## src/rtl/ysyx_25020037_mem_arbiter.sv

```systemverilog
// Two-requester (IFU/LSU) arbiter onto a single memory port, one transaction outstanding.
// Define YSYX_25020037_ARB_RR_EN for round-robin tie-break; default is fixed LSU priority.
module ysyx_25020037_mem_arbiter #(
  parameter int unsigned TIMEOUT_CYC = 255
) (
  input  logic        clk,
  input  logic        rst_n,
  input  logic        ifu_req_valid,
  output logic        ifu_req_ready,
  input  logic [31:0] ifu_addr,
  output logic        ifu_resp_valid,
  output logic [31:0] ifu_rdata,
  output logic        ifu_resp_err,
  input  logic        lsu_req_valid,
  output logic        lsu_req_ready,
  input  logic [31:0] lsu_addr,
  input  logic        lsu_we,
  input  logic [31:0] lsu_wdata,
  input  logic [3:0]  lsu_wstrb,
  output logic        lsu_resp_valid,
  output logic [31:0] lsu_rdata,
  output logic        lsu_resp_err,
  output logic        mem_req_valid,
  input  logic        mem_req_ready,
  output logic [31:0] mem_addr,
  output logic        mem_we,
  output logic [31:0] mem_wdata,
  output logic [3:0]  mem_wstrb,
  input  logic        mem_resp_valid,
  input  logic [31:0] mem_rdata,
  input  logic        mem_resp_err,
  output logic        busy
);

  typedef enum logic [1:0] {IDLE, REQ, RESP} state_t;

  // Last RESP cycle before forced completion: cnt runs 0..TIMEOUT_CYC-1.
  localparam logic [15:0] TO_LAST = 16'(TIMEOUT_CYC - 1);

  state_t      state;
  logic [15:0] cnt;
  logic        own_lsu;
  logic        grant_lsu;
  logic        grant_any;
  logic        timeout_hit;

`ifdef YSYX_25020037_ARB_RR_EN
  logic last_lsu;
  assign grant_lsu = lsu_req_valid & (~ifu_req_valid | ~last_lsu);
`else
  assign grant_lsu = lsu_req_valid;
`endif

  assign grant_any     = ifu_req_valid | lsu_req_valid;
  assign ifu_req_ready = (state == IDLE) & ifu_req_valid & ~grant_lsu;
  assign lsu_req_ready = (state == IDLE) & grant_lsu;
  assign busy          = (state != IDLE);
  assign timeout_hit   = (cnt == TO_LAST);

  always_ff @(posedge clk or negedge rst_n) begin
    if (!rst_n) begin
      state          <= IDLE;
      cnt            <= 16'd0;
      own_lsu        <= 1'b0;
      mem_req_valid  <= 1'b0;
      mem_addr       <= 32'd0;
      mem_we         <= 1'b0;
      mem_wdata      <= 32'd0;
      mem_wstrb      <= 4'd0;
      ifu_resp_valid <= 1'b0;
      ifu_rdata      <= 32'd0;
      ifu_resp_err   <= 1'b0;
      lsu_resp_valid <= 1'b0;
      lsu_rdata      <= 32'd0;
      lsu_resp_err   <= 1'b0;
`ifdef YSYX_25020037_ARB_RR_EN
      last_lsu       <= 1'b0;
`endif
    end else begin
      ifu_resp_valid <= 1'b0;
      lsu_resp_valid <= 1'b0;
      case (state)
        IDLE: begin
          if (grant_any) begin
            own_lsu       <= grant_lsu;
            mem_req_valid <= 1'b1;
            state         <= REQ;
`ifdef YSYX_25020037_ARB_RR_EN
            last_lsu      <= grant_lsu;
`endif
            if (grant_lsu) begin
              mem_addr  <= lsu_addr;
              mem_we    <= lsu_we;
              mem_wdata <= lsu_wdata;
              mem_wstrb <= lsu_wstrb;
            end else begin
              mem_addr  <= ifu_addr;
              mem_we    <= 1'b0;
              mem_wdata <= 32'd0;
              mem_wstrb <= 4'd0;
            end
          end
        end
        REQ: begin
          if (mem_req_ready) begin
            mem_req_valid <= 1'b0;
            cnt           <= 16'd0;
            state         <= RESP;
          end
        end
        RESP: begin
          // A real response wins even on the last cycle before timeout.
          if (mem_resp_valid || timeout_hit) begin
            state <= IDLE;
            if (own_lsu) begin
              lsu_resp_valid <= 1'b1;
              lsu_rdata      <= mem_resp_valid ? mem_rdata : 32'd0;
              lsu_resp_err   <= mem_resp_valid ? mem_resp_err : 1'b1;
            end else begin
              ifu_resp_valid <= 1'b1;
              ifu_rdata      <= mem_resp_valid ? mem_rdata : 32'd0;
              ifu_resp_err   <= mem_resp_valid ? mem_resp_err : 1'b1;
            end
          end else if (cnt != 16'hFFFF) begin
            cnt <= cnt + 16'd1;
          end
        end
        default: state <= IDLE;
      endcase
    end
  end

endmodule

```

## config.mk

```make
export PLATFORM = sky130hd
export DESIGN_NAME = ysyx_25020037_mem_arbiter
export DESIGN_NICKNAME = d
export VERILOG_FILES = /design/src/rtl/ysyx_25020037_mem_arbiter.sv
export SDC_FILE = /design/constraint.sdc
export NUM_CORES = 1
export LEC_CHECK = 0
export ABC_AREA = 0
export BUFFER_PORTS_ARGS = -buffer_cell sky130_fd_sc_hd__buf_4
export CORE_MARGIN = 4
export CORE_UTILIZATION = 51
export DETAILED_ROUTE_END_ITERATION = 10
export PLACE_DENSITY_LB_ADDON = 0.25
export SLEW_MARGIN = 20
export SYNTH_ARGS = -nofsm -noshare
export SYNTH_HDL_FRONTEND = slang
export SYNTH_SLANG_ARGS = --single-unit
```

## constraint.sdc

```tcl
create_clock -name clk -period 4.2 [get_ports clk]
set_input_delay 0.21 -clock clk [delete_from_list [all_inputs] [get_ports clk]]
set_output_delay 0.21 -clock clk [all_outputs]
set_load 0.02 [all_outputs]
```

# --- Word level (Yosys, flattened, before mapping) ---
# Cells that the tools add are included.
word_totals:
  word_cells: 64
  output_inout_bits: 141
  in_bits: 140
  regBits: 157
op_classes:
  reduce_logical: 11
  n_bitwise: 6
  eq_ne: 9
  n_addsub: 1
  n_mux: 23
op_table:
  columns: ["op", "n"]
  rows:
  - ["32-bit 2-to-1 mux", 3]
  - ["16-bit 2-to-1 mux", 3]
  - ["16-bit case mux with 2 select lines", 1]
  - ["16-bit by 1-bit adder with 16-bit output, second input constant", 1]
  - ["16-bit by 8-bit equality test with 1-bit output, second input constant", 1]
  - ["16-bit != test, second input constant", 1]
  - ["3-bit AND reduction", 4]
  - ["1-bit 2-to-1 mux", 10]
  - ["2-bit != test, second input constant", 5]
  - ["2-bit 2-to-1 mux", 3]
  - ["2-bit case mux with 3 select lines", 1]
  - ["2-bit nonzero test", 3]
  - ["4-bit 2-to-1 mux", 1]
  - ["4-bit AND reduction", 1]
  - ["1-bit AND", 3]
  - ["2-bit by 1-bit equality test with 1-bit output, second input constant", 1]
  - ["2-bit equality test, second input constant", 1]
  - ["2-bit zero test", 1]
  - ["1-bit inverter", 2]
  - ["1-bit case mux with 2 select lines", 1]
  - ["2-bit AND reduction", 1]
  - ["1-bit logical OR", 1]
  - ["1-bit OR", 1]

# --- Longest topological paths before layout ---
depth:
  depth_word: 4
  ltp_mapped: 9
  mapped_depth_nobuf: 7

# --- Worst setup path after synthesis ---
# Ideal clock, no wire load.
synth_path:
  path_type: "register -> register"
  start: "register cnt[0]"
  end: "register cnt[3]"
  setup_slack_ns: 2.103
  period_less_slack_ns: 2.097
  setup_ns: 0.121
  required_ns: 4.079
  path_buffers: 2
  stages_incl_launch_ff: 10
  arrival_ns: 1.976
  path_cell_list: "dfrtp_1 inv_1 ha_1 or4b_4 nor4_2 or3_1 buf_4 buf_6 nor3_1 o22a_1"
synth_via:
  elab_chain_cells: 4
  word_cells_on_any_way: 10
  cone_classes: "add/sub (1); eq/ne (4); mux (3); reduce/logical (2)"
synth_rtl:
  columns: ["element", "line", "text"]
  rows:
  - ["from (decl)", "41", "logic [15:0] cnt;"]
  - ["from (signal assigned)", "125", "cnt <= cnt + 16'd1;"]
  - ["16-bit by 1-bit adder with 16-bit output or 16-bit by 8-bit equality test with 1-bit output (tied branches)", "125, 58", null]
  - ["16-bit 2-to-1 mux or 1-bit logical OR (tied branches)", "124, 113", null]
  - ["16-bit 2-to-1 mux or 2-bit != test (tied branches)", null, null]
  - ["16-bit case mux with 2 select lines or 4-bit AND reduction (tied branches)", null, null]
# Parallel ways exist; a longest one is shown, timed or not. The select of a mux whose other input is x is not followed.
# A chain may end at the register's enable or synchronous reset.

# --- Final worst setup path ---
layout_path:
  start: "register state[1]"
  end: "output port lsu_req_ready"
layout_via:
  elab_chain_cells: 2
layout_rtl:
  columns: ["element", "line", "text"]
  rows:
  - ["from (decl)", "40", "state_t state;"]
  - ["from (signal assigned)", "62", "state <= IDLE;"]
  - ["from (signal assigned)", "87", "state <= REQ;"]
  - ["from (signal assigned)", "108", "state <= RESP;"]
  - ["2-bit zero test", "56", "assign lsu_req_ready = (state == IDLE) & grant_lsu;"]
  - ["1-bit AND", "56", null]
  - ["to (decl)", "15", "output logic lsu_req_ready,"]
# Every way passes these cells.

==> summary.txt <==
GRT
  • Antenna violations before repair: 0
  • Via count of the first global-routing pass: 5808
  • Remaining global-route overflow: 0
  • All-Layer GR Usage: 25.8%
  • Largest net degree at the start of global routing: 102
  • Wire length of the first global-routing pass: 29.8 mm

Synth
  • Dominant combinational cell family by area after synthesis: compound AO/OA/AOI/OAI gates
  • Share of flip-flops with an asynchronous set or reset: 100%
  • Proportion of synthesized area in mux cells: 4.98%
  • Area fraction in and, or, nand and nor cells after synthesis: 13.7%
  • Post-Synthesis Cells: 608
  • Count of unique library cells instantiated by Yosys: 36
  • Net Count, Synth: 750
  • Register bit count reported by yosys: 157
  • Post-synthesis area per instance: 10.6 sq um
  • Share of the synthesized area in compound gates (AO/OA/AOI/OAI): 16.5%
  • Post-synthesis share of cell area spent on xor and xnor gates: 0%
  • Portion of the post-synthesis area used by sequential elements: 61.1%
  • Most frequently used flop master after synthesis: sky130_fd_sc_hd__dfrtp_1
  • Post-synthesis instance area: 0.00643 sq mm
  • Share of synthesized cell area in full adder, half adder and majority cells: 0.389%
  • Post-synth EDFFs: 0
  • Number of synthesis warnings: 0

Finish
  • Final nets: 1015
  • Number of filler instances in the final layout: 821
  • Proportion of layout cells with a drive suffix above 1: 36.7%
  • Inserted Diodes: 0
  • Cell Count, Final, Fillers Out: 1052
  • Commonest non-fill, non-tap cell in the layout: sky130_fd_sc_hd__buf_4
  • Area Overhead vs Synth: 44.1%
  • Most used cells in the layout excluding fill and tap cells: 286 x sky130_fd_sc_hd__buf_4, 157 x sky130_fd_sc_hd__dfrtp_1, 150 x sky130_fd_sc_hd__nand2_1

Critical path
  • Classification of the worst setup path: reg2out
  • Data arrival time of the worst path: 2380 ps
  • Worst endpoint required time: 3990 ps
  • Worst Reg-to-Reg Cells: 7
  • Kind of end point of the critical path: primary output
  • Highest fanout seen on the critical path: 20
  • Critical path startpoint category: flop

CTS
  • Clock tree from TritonCTS: yes
  • Clk root buf: sky130_fd_sc_hd__clkbuf_16
  • Count of cells resized by post-cts repair: 0
  • Maximum buffer depth of the clock tree: 2
  • Number of buffers inserted by hold repair at cts: 1
  • Number of levels in the clock H-tree: 4
  • Clock-pin slew reported for the worst setup and hold paths after clock tree synthesis: 60 ps
  • Number of sinks handled by clock tree synthesis: 157
  • Setup repair bufs after CTS: 0
  • Clock buffers created by TritonCTS: 17
  • Worst skew pair latency: 410 ps

Worst hold path
  • Hold Crit Class: in2reg
  • Hold path depth: 2

Place
  • Post-placement cell count: 1021
  • RePlAce Congestion: 0.836
  • Post-detailed-placement half-perimeter wirelength: 13.7 mm
  • Port bufs: 280

Floorplan
  • Number of top-level design ports: 281
  • Std-Cell Core Area: 0.0122 sq mm
  • Die Wd: 120 um
  • Starting utilization of the core area: 52.9%
  • Cell Rows: 40
  • Die Y: 120 um
  • Area enclosed by the die boundary: 0.0145 sq mm

STA
  • Pin slew with the least headroom to its limit: 915 ps
  • Min cycle time layout: 2590 ps
  • Post-route fraction of the period consumed by the critical path: 61.6%
  • Sum of negative setup slack: 0 ps
  • Final number of setup-violating endpoints: 0
  • Count of final max-slew check failures: 0
  • Achievable Freq: 386 MHz
  • Clk_skew: 7.05 ps
  • Unrepaired setup endpoints after global routing: no
  • Number of failing hold endpoints at the final stage: 0
  • Worst-case headroom to the max-slew limit: 38.9%

Routing
  • Highest metal layer used by the detailed router: met4
  • First-pass iteration count of the detailed router: 7
  • Met1 routed wirelength after detailed routing: 7.18 mm
  • Overall routed net length: 18.7 mm
  • Via Count: 5695
  • Routed WL per cell: 17.8 um
  • Met3 wire len: 1.56 mm
  • Iteration-0 DRC count of the detailed router: 591
  • ANT nets after route: 0
  • Residual DRC: 0
  • Met2 wire len: 9.51 mm
  • Vias per Instance: 5.41

Power
  • Leak: 4.72 nW
  • Maximum resistive drop on vdd: 339 uV
  • Power per cell area: 781 mW/mm^2

Outcome
  • Status: complete, no violations

Flow run
  • Max-capacitance violation count: 0
==> metal layers <==
| layer | GRT usage (%) | vias up |
|---|---|---|
| met5 | 0 | - |
| met4 | 10.1 | 0 |
| met3 | 6.08 | 42 |
| met2 | 44.0 | 302 |
| met1 | 32.1 | 2702 |
| li1 | - | 2649 |
==> final cells by class <==
cell class	count	area, sq um	area share (%)
Sequential cell	157	3930	42.4
Multi-Input combinational cell	403	2310	24.9
Timing Repair Buffer	288	2170	23.4
Clock buffer	19	443	4.78
Tap cell	168	210	2.27
Clock inverter	11	190	2.05
Inverter	6	22.5	0.243
==> power by group <==
| group | switching [mW] | internal (mW) |
|---|---|---|
| Clock | 0.588 | 1.06 |
| Sequential | 0.435 | 2.16 |
| Combinational | 1.74 | 1.26 |
==> through the flow <==
step           cell area [sq um]  hold WS (ps)  utilization [%]  power, mW  setup slack (ps)
2_1_floorplan               6430         -85.6                -       4.17              2100
3_3_place_gp                8630           215             70.9       5.49              1840
3_5_place_dp                8630           227             70.9       5.62              1720
4_1_cts                     9270          3.01             76.2       7.29              1580
5_1_grt                     9270          7.30             76.2       7.64              1480
6_report                    9270          13.2             76.2       7.24              1610
==> worst max-delay path: stages, from the launching register on <==
cell	delay [ps]
sky130_fd_sc_hd__dfrtp_1	410
sky130_fd_sc_hd__nor2_1	340
sky130_fd_sc_hd__and2_1	640
sky130_fd_sc_hd__buf_4	380
sky130_fd_sc_hd__buf_4	190
==> registers in the layout (all words and copies together), names as in the netlist, 2 cells and up <==
signal     count
cnt           16
ifu_rdata     32
lsu_rdata     32
mem_addr      32
mem_wdata     32
mem_wstrb      4
state          2
==> worst paths after layout <==
| kind | from | end | slack, ps |
|---|---|---|---|
| worst max-delay path | state[1]$_DFFE_PN0P_ | lsu_req_ready | 1610 |
| worst min-delay path | mem_req_ready | state[0]$_DFFE_PN0P_ | 10 |
| max in group asynchronous | rst_n | mem_wdata[4]$_DFFE_PN0P_ | 2810 |
| worst max register to register | cnt[0]$_DFFE_PN0P_ | cnt[12]$_DFFE_PN0P_ | 1710 |
| min in group asynchronous | rst_n | ifu_rdata[0]$_DFFE_PN0P_ | 330 |
| worst min register to register | mem_req_valid$_DFFE_PN0P_ | mem_req_valid$_DFFE_PN0P_ | 490 |
==> cells in the mapped netlist, types with 6 or more instances <==
library cell / n / area, sq um
sky130_fd_sc_hd__inv_1: 6 / 22.5
sky130_fd_sc_hd__nor3_1: 10 / 50.1
sky130_fd_sc_hd__clkbuf_1: 26 / 97.6
sky130_fd_sc_hd__nand2_1: 150 / 563
sky130_fd_sc_hd__a22o_1: 37 / 324
sky130_fd_sc_hd__o21ai_1: 59 / 295
sky130_fd_sc_hd__mux2i_1: 32 / 320
sky130_fd_sc_hd__buf_2: 9 / 45.0
sky130_fd_sc_hd__dfrtp_1: 157 / 3930
sky130_fd_sc_hd__o22a_1: 13 / 114
sky130_fd_sc_hd__o21ai_0: 48 / 240
sky130_fd_sc_hd__nand3_1: 9 / 45.0
==> kinds of logic after synthesis <==
kind of cell | after synthesis
flops | 157
mux | 32
simple gates | 202
fa+ha+maj | 2
compound gates | 167
buf+inv | 48
(Power assumes the default switching activity.)
